===== src/rtl/cache_fill_fsm.sv =====
// Cache miss fill controller: stalls the pipeline, streams one aligned block
// from main memory into the data array, then writes the tag and releases.
module cache_fill_fsm #(
  parameter int WORDS      = 8,
  parameter int WORD_BYTES = 2,
  parameter int ADDR_W     = 16
) (
  input  logic                       clk,
  input  logic                       rst_n,
  input  logic                       miss_detected,
  input  logic [ADDR_W-1:0]          miss_address,
  input  logic [15:0]                memory_data,
  input  logic                       memory_data_valid,
  output logic                       fsm_busy,
  output logic                       memory_req,
  output logic [ADDR_W-1:0]          memory_address,
  output logic                       write_data_array,
  output logic                       write_tag_array,
  output logic [$clog2(WORDS)-1:0]   fill_word,
  output logic [15:0]                fill_data,
  output logic [ADDR_W-1:0]          base_addr
);

  localparam int IDX_W = $clog2(WORDS);
  localparam int CNT_W = $clog2(WORDS) + 1;
  localparam logic [ADDR_W-1:0] OFF_MASK = ADDR_W'(WORDS * WORD_BYTES - 1);

  typedef enum logic {
    IDLE = 1'b0,
    FILL = 1'b1
  } state_e;

  state_e             state_q, state_d;
  logic [CNT_W-1:0]   req_cnt_q, req_cnt_d;
  logic [IDX_W-1:0]   recv_cnt_q, recv_cnt_d;
  logic [ADDR_W-1:0]  base_q, base_d;
  logic               req_s;
  logic               wr_s;
  logic               last_s;

  // Request/receive qualifiers derived from the current state
  always_comb begin
    req_s  = (state_q == FILL) && (req_cnt_q < CNT_W'(WORDS));
    wr_s   = (state_q == FILL) && memory_data_valid;
    last_s = wr_s && (recv_cnt_q == IDX_W'(WORDS - 1));
  end

  // Next-state and counter update
  always_comb begin
    state_d    = state_q;
    req_cnt_d  = req_cnt_q;
    recv_cnt_d = recv_cnt_q;
    base_d     = base_q;
    case (state_q)
      IDLE: begin
        if (miss_detected) begin
          base_d     = miss_address & ~OFF_MASK;
          req_cnt_d  = {CNT_W{1'b0}};
          recv_cnt_d = {IDX_W{1'b0}};
          state_d    = FILL;
        end else begin
          state_d    = IDLE;
        end
      end
      FILL: begin
        if (req_s) begin
          req_cnt_d = req_cnt_q + CNT_W'(1);
        end else begin
          req_cnt_d = req_cnt_q;
        end
        // The beat counter wraps to zero on the last beat, ready for the next miss
        if (wr_s) begin
          recv_cnt_d = last_s ? {IDX_W{1'b0}} : recv_cnt_q + IDX_W'(1);
          state_d    = last_s ? IDLE : FILL;
        end else begin
          recv_cnt_d = recv_cnt_q;
        end
      end
      default: begin
        state_d = IDLE;
      end
    endcase
  end

  // State and counter registers
  always_ff @(posedge clk or negedge rst_n) begin
    if (!rst_n) begin
      state_q    <= IDLE;
      req_cnt_q  <= {CNT_W{1'b0}};
      recv_cnt_q <= {IDX_W{1'b0}};
      base_q     <= {ADDR_W{1'b0}};
    end else begin
      state_q    <= state_d;
      req_cnt_q  <= req_cnt_d;
      recv_cnt_q <= recv_cnt_d;
      base_q     <= base_d;
    end
  end

  // Outputs; busy follows the miss in IDLE so the stall lands in the miss cycle
  always_comb begin
    fsm_busy         = rst_n && ((state_q == FILL) || miss_detected);
    memory_req       = req_s;
    memory_address   = req_s ? (base_q + (ADDR_W'(req_cnt_q) * ADDR_W'(WORD_BYTES)))
                             : {ADDR_W{1'b0}};
    write_data_array = wr_s;
    write_tag_array  = last_s;
    fill_word        = wr_s ? recv_cnt_q : {IDX_W{1'b0}};
    fill_data        = wr_s ? memory_data : 16'h0000;
    base_addr        = base_q;
  end

endmodule


===== config.mk =====
export PLATFORM = sky130hd
export DESIGN_NAME = cache_fill_fsm
export DESIGN_NICKNAME = d
export VERILOG_FILES = /design/src/rtl/cache_fill_fsm.sv
export SDC_FILE = /design/constraint.sdc
export NUM_CORES = 1
export LEC_CHECK = 0
export BUFFER_PORTS_ARGS = -buffer_cell sky130_fd_sc_hd__buf_2
export CORE_MARGIN = 3
export CORE_UTILIZATION = 44
export CTS_CLUSTER_SIZE = 30
export DETAILED_ROUTE_END_ITERATION = 10
export HOLD_SLACK_MARGIN = 0.05
export PLACE_DENSITY = 0.85
export SYNTH_ARGS = -nofsm -noshare
export SYNTH_HDL_FRONTEND = slang
export SYNTH_SLANG_ARGS = --single-unit
export TNS_END_PERCENT = 1

===== constraint.sdc =====
create_clock -name clk -period 2.4 [get_ports clk]
set_clock_uncertainty 0.15 [all_clocks]
set_input_delay 0.12 -clock clk [delete_from_list [all_inputs] [get_ports clk]]
set_output_delay 0.12 -clock clk [all_outputs]
set_load 0.005 [all_outputs]

==> run summary, run 1 <==
Peak supply drop - 524.1 uV
area leader, netlist - dfrtp_1
Synth Warn # - 0
routed wire length - 3530 microns
Crit path required time - 2.13 ns
area delta synth->final - 44.85%
EDFF count, synth - 0
largest net degree at the start of global routing - 27
status - complete, no violations
H-tree Lvls - 1
Area contributors post-synth - dfrtp_1 (38%), and3_1 (9.5%), mux2_2 (5.2%)
dpl hpwl - 2576 microns
Chip Width - 60.59 microns
Seq/Total Area, Yosys - 38.17%
RSZ-0062 raised after global routing - no
placed instance area - 1722 sq um
die area - 3671 sq um
First DRT Iteration DRCs - 51
post-layout min period - 2.216 ns
worst rel slew slack - 63.49%
Mapped Cells - 140
Power Dens Cells - 946.5 nW/um^2
CTS tree - built
Netlist cell types - 33
total gr overflow - 0
vias per cell - 5.159
Max-cap violations - 0
Startpoint Class - register
Final Max Slew Viols - 0
top post-synthesis cells by count - and3_1 (20), dfrtp_1 (20), nor2_1 (10)
arrival time at the worst endpoint - 1.95 ns
area of all placed cells without fillers - 1899 sq um
clock latency on the worst-skew pair - 0.29 ns
synthesized area - 1311 sq um
clock transition at the registers of the reported paths - 0.11 ns
Largest delay share family, worst path - simple AND/OR/NAND/NOR gates
FMAX - 451.3 MHz
R2R cell count - 5
final setup fails - 0
Initial Util - 46.74%
static leakage - 0.001042 uW
number of port buffers - 81
Longest Clk Path Bufs - 2
ant diodes - 0
ys async rst share - 100.0%
main flop type after synthesis - dfrtp_1
endpoint class of the critical path - primary output
Tot GR Track Use - 19.18%
Tcrit/Tclk final - 92.32%
worst-margin pin slew - 0.5476 ns
vias in the first global route - 1,276
Cell Rows - 19
Total Neg Setup Slack - 0 ns
core area - 2805 sq um
I/O pin cnt - 91
Root Driver - clkbuf_4
layout cells sized above 1 - 42.49%
CTS buffer count - 3
Synth Register Bits - 20
storage element area - 501.7 sq um
Pre-antenna DRT Iters - 4
syn avg cell area - 9.366 sq um
Crit path depth - 5
Critical Path, Cell by Cell - ha_1 -> nand4_2 -> or4_1 -> a21oi_1 -> buf_2
critical path's largest stage delay - 0.52 ns
CP Buf/Inv Count - 1
routed len/inst - 13.37 microns
die height - 60.59 microns
area share of the largest cell type after synthesis - 38.17%
nets@finish - 275
vias post-DR - 1,362
initial antenna violation count - 0
DRC errors left - 0
CP Max Fanout - 7
Final ANT Viol Nets - 0
Fin. Hold Viols - 0
CTS Sinks - 20
Setup CP Type - reg2out
global-route wire length before repair - 5354 microns
fill count - 247
gpl congestion - 0.7660
reg-to-reg slack, setup - 0.67 ns
Multi-input gate area - 735.7 sq um
slowest cell on the critical path - or4_1
Hold Path Class - in2async
-- path summary, 6_finish.rpt --
kind / start / endpoint
worst max register to register: state_q / req_cnt_q[0]
max in group asynchronous: rst_n / req_cnt_q[3]
worst max-delay path: req_cnt_q[3] / memory_address[12]
worst min-delay path: rst_n / base_addr[14]
worst min register to register: recv_cnt_q[2] / recv_cnt_q[2]
min in group clk: memory_data_valid / state_q
-- placed cells by master (no fill, tap or decap), drive strengths merged, types with 5 or more instances in the layout --
master       count
a21oi            7
buf             84
nand2            5
and3            20
dlygate4sd3     14
inv              5
mux2            11
ha               5
and2             6
nor2            10
dfrtp           20
conb             5
-- report_power, final --
part | total (uW) | internal, uW | switching (uW)
clock | 193 | 92.4 | 101
sequential | 732 | 498 | 234
combinational | 872 | 479 | 393
total | 1800 | 1070 | 728
-- final cells by class --
type | count | share of cell area [%]
Multi-Input combinational cell | 106 | 38.74
Timing Repair Buffer | 98 | 29.91
Sequential cell | 20 | 26.42
Tap cell | 31 | 2.042
Clock buffer | 4 | 1.910
Inverter | 5 | 0.9881
-- what timing repair did --
item                                    CTS  global route
endpoints found under the setup margin    0             1
setup buffers                             0             0
gates resized for setup                   0             1
hold endpoints to repair                 34             0
hold buffers                             14             0
-- worst reg2reg max path: cells and delay by family, from the launching register on --
family	cells	cell delay (ns)
buf+inv	2	0.32
flops	1	0.71
mux	1	0.26
simple gates	2	0.19
-- cell families after synthesis --
kind of cell | count (synthesis) | share of synthesized area, %
buffers and inverters | 18 | 6.870
adders and majority gates | 5 | 4.771
xor gates and xnor gates | 5 | 3.340
AOI/OAI and AO/OA | 22 | 10.88
muxes | 11 | 9.446
and+or+nand+nor | 58 | 26.24
DFF | 20 | 38.17
other | 1 | 0.2860
-- per-stage QoR --
stage | power (uW) | utilization, % | instances | hold WS (ns) | setup WS, ns
finish | 1798 | 67.71 | 264 | 0.1446 | 0.1844
CTS | 1802 | 67.66 | 264 | 0.1484 | 0.1446
floorplan | 1197 | - | 144 | -0.3256 | 0.7007
global route | 1973 | 67.71 | 264 | 0.1667 | 0.02956
global placement | 1547 | 61.37 | 246 | -0.05555 | 0.5337
detailed placement | 1583 | 61.37 | 246 | -0.05293 | 0.4984
-- flip-flops by register name, summed over array words and instances, names as in the netlist --
name,count
req_cnt_q,4
base_addr,12
recv_cnt_q,3
state_q,1
-- layer usage --
layer	track usage, %	part of all wire, %	vias up
li1	-	-	677
met1	23.44	44	630
met2	34.96	49	53
met3	1.915	5.5	2
met4	6.502	0.88	0
met5	0	0	-
Power figures use the tool's default switching activity.
==> run 2, diff against run 1 <==
- CORE_UTILIZATION: 44 -> 41
- PLACE_DENSITY: 0.85 -> 0.8
- clock period: 2.4 -> 2.2 ns (I/O delays scaled with it)
==> run 2 against run 1 <==
Against the previous run:
- final cell count up 5.3%
- sequential cell count unchanged
- utilization rose by 0.67 points
- critical path depth is the same
- combinational power rose by 18%
- non-clock buffer count increased by 4
- critical path type unchanged
==> run summary, run 2 (synthesis results as in run 1) <==
status - complete, no violations (unchanged)
layout cells sized above 1 - 46.19% (was 42.49%)
Startpoint Class - register (unchanged)
Worst setup startpoint - base_addr[4] (was req_cnt_q[3])
Power Dens Cells - 1023 nW/um^2 (was 946.5 nW/um^2)
I/O pin cnt - 91 (unchanged)
critical path's largest stage delay - 0.50 ns (was 0.52 ns)
most frequent cells in the layout - buf_2 (81), and3_1 (20), dfrtp_1 (16), dlygate4sd3_1 (14), nor2_1 (10) (was buf_2 (81), and3_1 (20), dfrtp_1 (19), dlygate4sd3_1 (14), nor2_1 (10))
die height - 62.55 microns (was 60.59 microns)
total gr overflow - 0 (unchanged)
First DRT Iteration DRCs - 29 (was 51)
CP Max Fanout - 7 (unchanged)
vias per cell - 4.950 (was 5.159)
Peak supply drop - 644.6 uV (was 524.1 uV)
number of port buffers - 81 (unchanged)
static leakage - 0.001048 uW (was 0.001042 uW)
initial antenna violation count - 0 (unchanged)
Setup CP Type - reg2out (unchanged)
Final Power - 2030 uW (was 1798 uW)
ant diodes - 0 (unchanged)
largest net degree at the start of global routing - 27 (unchanged)
Pre-antenna DRT Iters - 4 (unchanged)
dpl hpwl - 2566 microns (was 2576 microns)
CTS Sinks - 20 (unchanged)
global-route wire length before repair - 6134 microns (was 5354 microns)
Tcrit/Tclk final - 95.43%
Fin. Hold Viols - 0 (unchanged)
RSZ-0062 raised after global routing - no (unchanged)
routed len/inst - 13.24 microns (was 13.37 microns)
Critical Path, Cell by Cell - ha_4 -> nand4_4 -> or4_1 -> a21oi_1 -> buf_2 (was ha_1 -> nand4_2 -> or4_1 -> a21oi_1 -> buf_2)
placed instance area - 1735 sq um (was 1722 sq um)
CTS tree - built (unchanged)
commonest non-fill, non-tap cell in the layout - buf_2 (unchanged)
Final ANT Viol Nets - 0 (unchanged)
area of all placed cells without fillers - 1983 sq um (was 1899 sq um)
final setup fails - 0 (unchanged)
fin util - 68.38% (was 67.71%)
worst rel slew slack - 61.14% (was 63.49%)
Final Max Slew Viols - 0 (unchanged)
Crit path required time - 1.94 ns (was 2.13 ns)
worst-margin pin slew - 0.5830 ns (was 0.5476 ns)
gpl congestion - 0.7154 (was 0.7660)
vias post-DR - 1,376 (was 1,362)
FMAX - 476.3 MHz
routed wire length - 3682 microns (was 3530 microns)
reg-to-reg slack, setup - 0.48 ns (was 0.67 ns)
arrival time at the worst endpoint - 1.84 ns (was 1.95 ns)
CTS buffer count - 3 (unchanged)
endpoint class of the critical path - primary output (unchanged)
post-layout min period - 2.099 ns
storage element area - 505.5 sq um (was 501.7 sq um)
Initial Util - 45.21% (was 46.74%)
Hold Path Class - in2async (unchanged)
Reg-to-Reg Start - state_q (unchanged)
area delta synth->final - 51.24% (was 44.85%)
nets@finish - 279 (was 275)
H-tree Lvls - 1 (unchanged)
Max-cap violations - 0 (unchanged)
Multi-input gate area - 785.8 sq um (was 735.7 sq um)
Root Driver - clkbuf_4 (unchanged)
slowest cell on the critical path - or4_1 (unchanged)
max reg flops - 12 (unchanged)
die area - 3913 sq um (was 3671 sq um)
DRC errors left - 0 (unchanged)
Longest Clk Path Bufs - 2 (unchanged)
Tot GR Track Use - 19.17% (was 19.18%)
Min Hold Slack - 0.1328 ns (was 0.1446 ns)
fill count - 262 (was 247)
clock latency on the worst-skew pair - 0.30 ns (was 0.29 ns)
vias in the first global route - 1,334 (was 1,276)
Chip Width - 62.55 microns (was 60.59 microns)
clock transition at the registers of the reported paths - 0.11 ns (about the same)
Total Neg Setup Slack - 0 ns (unchanged)
Cell Rows - 19 (unchanged)
core area - 2900 sq um (was 2805 sq um)
run 2: final timing paths:
check | cells after the start | end
max | 5 | memory_address[12]
min | 2 | state_q
max reg2reg | 3 | base_addr[4]
min reg2reg | 1 | recv_cnt_q[2]
max in group asynchronous | 2 | req_cnt_q[3]
min in group clk | 3 | state_q
run 2: final cells by class:
cell class / instances / area share [%]
clock buffers: 3 / 1.136
inverters: 5 / 0.9464
multi-input cells: 106 / 39.62
flip-flops and latches: 20 / 25.49
well taps: 42 / 2.650
repair buffers: 102 / 30.16
run 2: metal layers:
layer  global-route usage (%)  share of wire (%)
met1                    22.73                 41
met2                    33.56                 52
met3                    4.856                5.6
met4                    6.336               0.60
met5                        0                  0
run 2: power breakdown:
part / internal [uW] / switching (uW)
Sequential: 549 / 279
Combinational: 573 / 458
Clock: 63.9 / 107
run 2: critical path, delay by kind of cell (launching register included):
family	cells	cell delay, ns
buf+inv	1	0.13
simple gates	2	0.62
compound gates	1	0.17
flops	1	0.44
fa+ha+maj	1	0.17
run 2: through the flow:
stage / cells / worst slack (ns)
3_5_place_dp: 257 / 0.2925
6_report: 278 / 0.1005
4_1_cts: 276 / 0.01374
5_1_grt: 278 / 0.01093
2_1_floorplan: 144 / 0.5107
3_3_place_gp: 257 / 0.3286
run 2: what timing repair did:
action | CTS | global route
hold buffers | 14 | 0
endpoints found under the hold margin | 34 | 0
setup buffers | 2 | 2
resized for setup | 1 | 11
setup endpoints to repair | 2 | 4
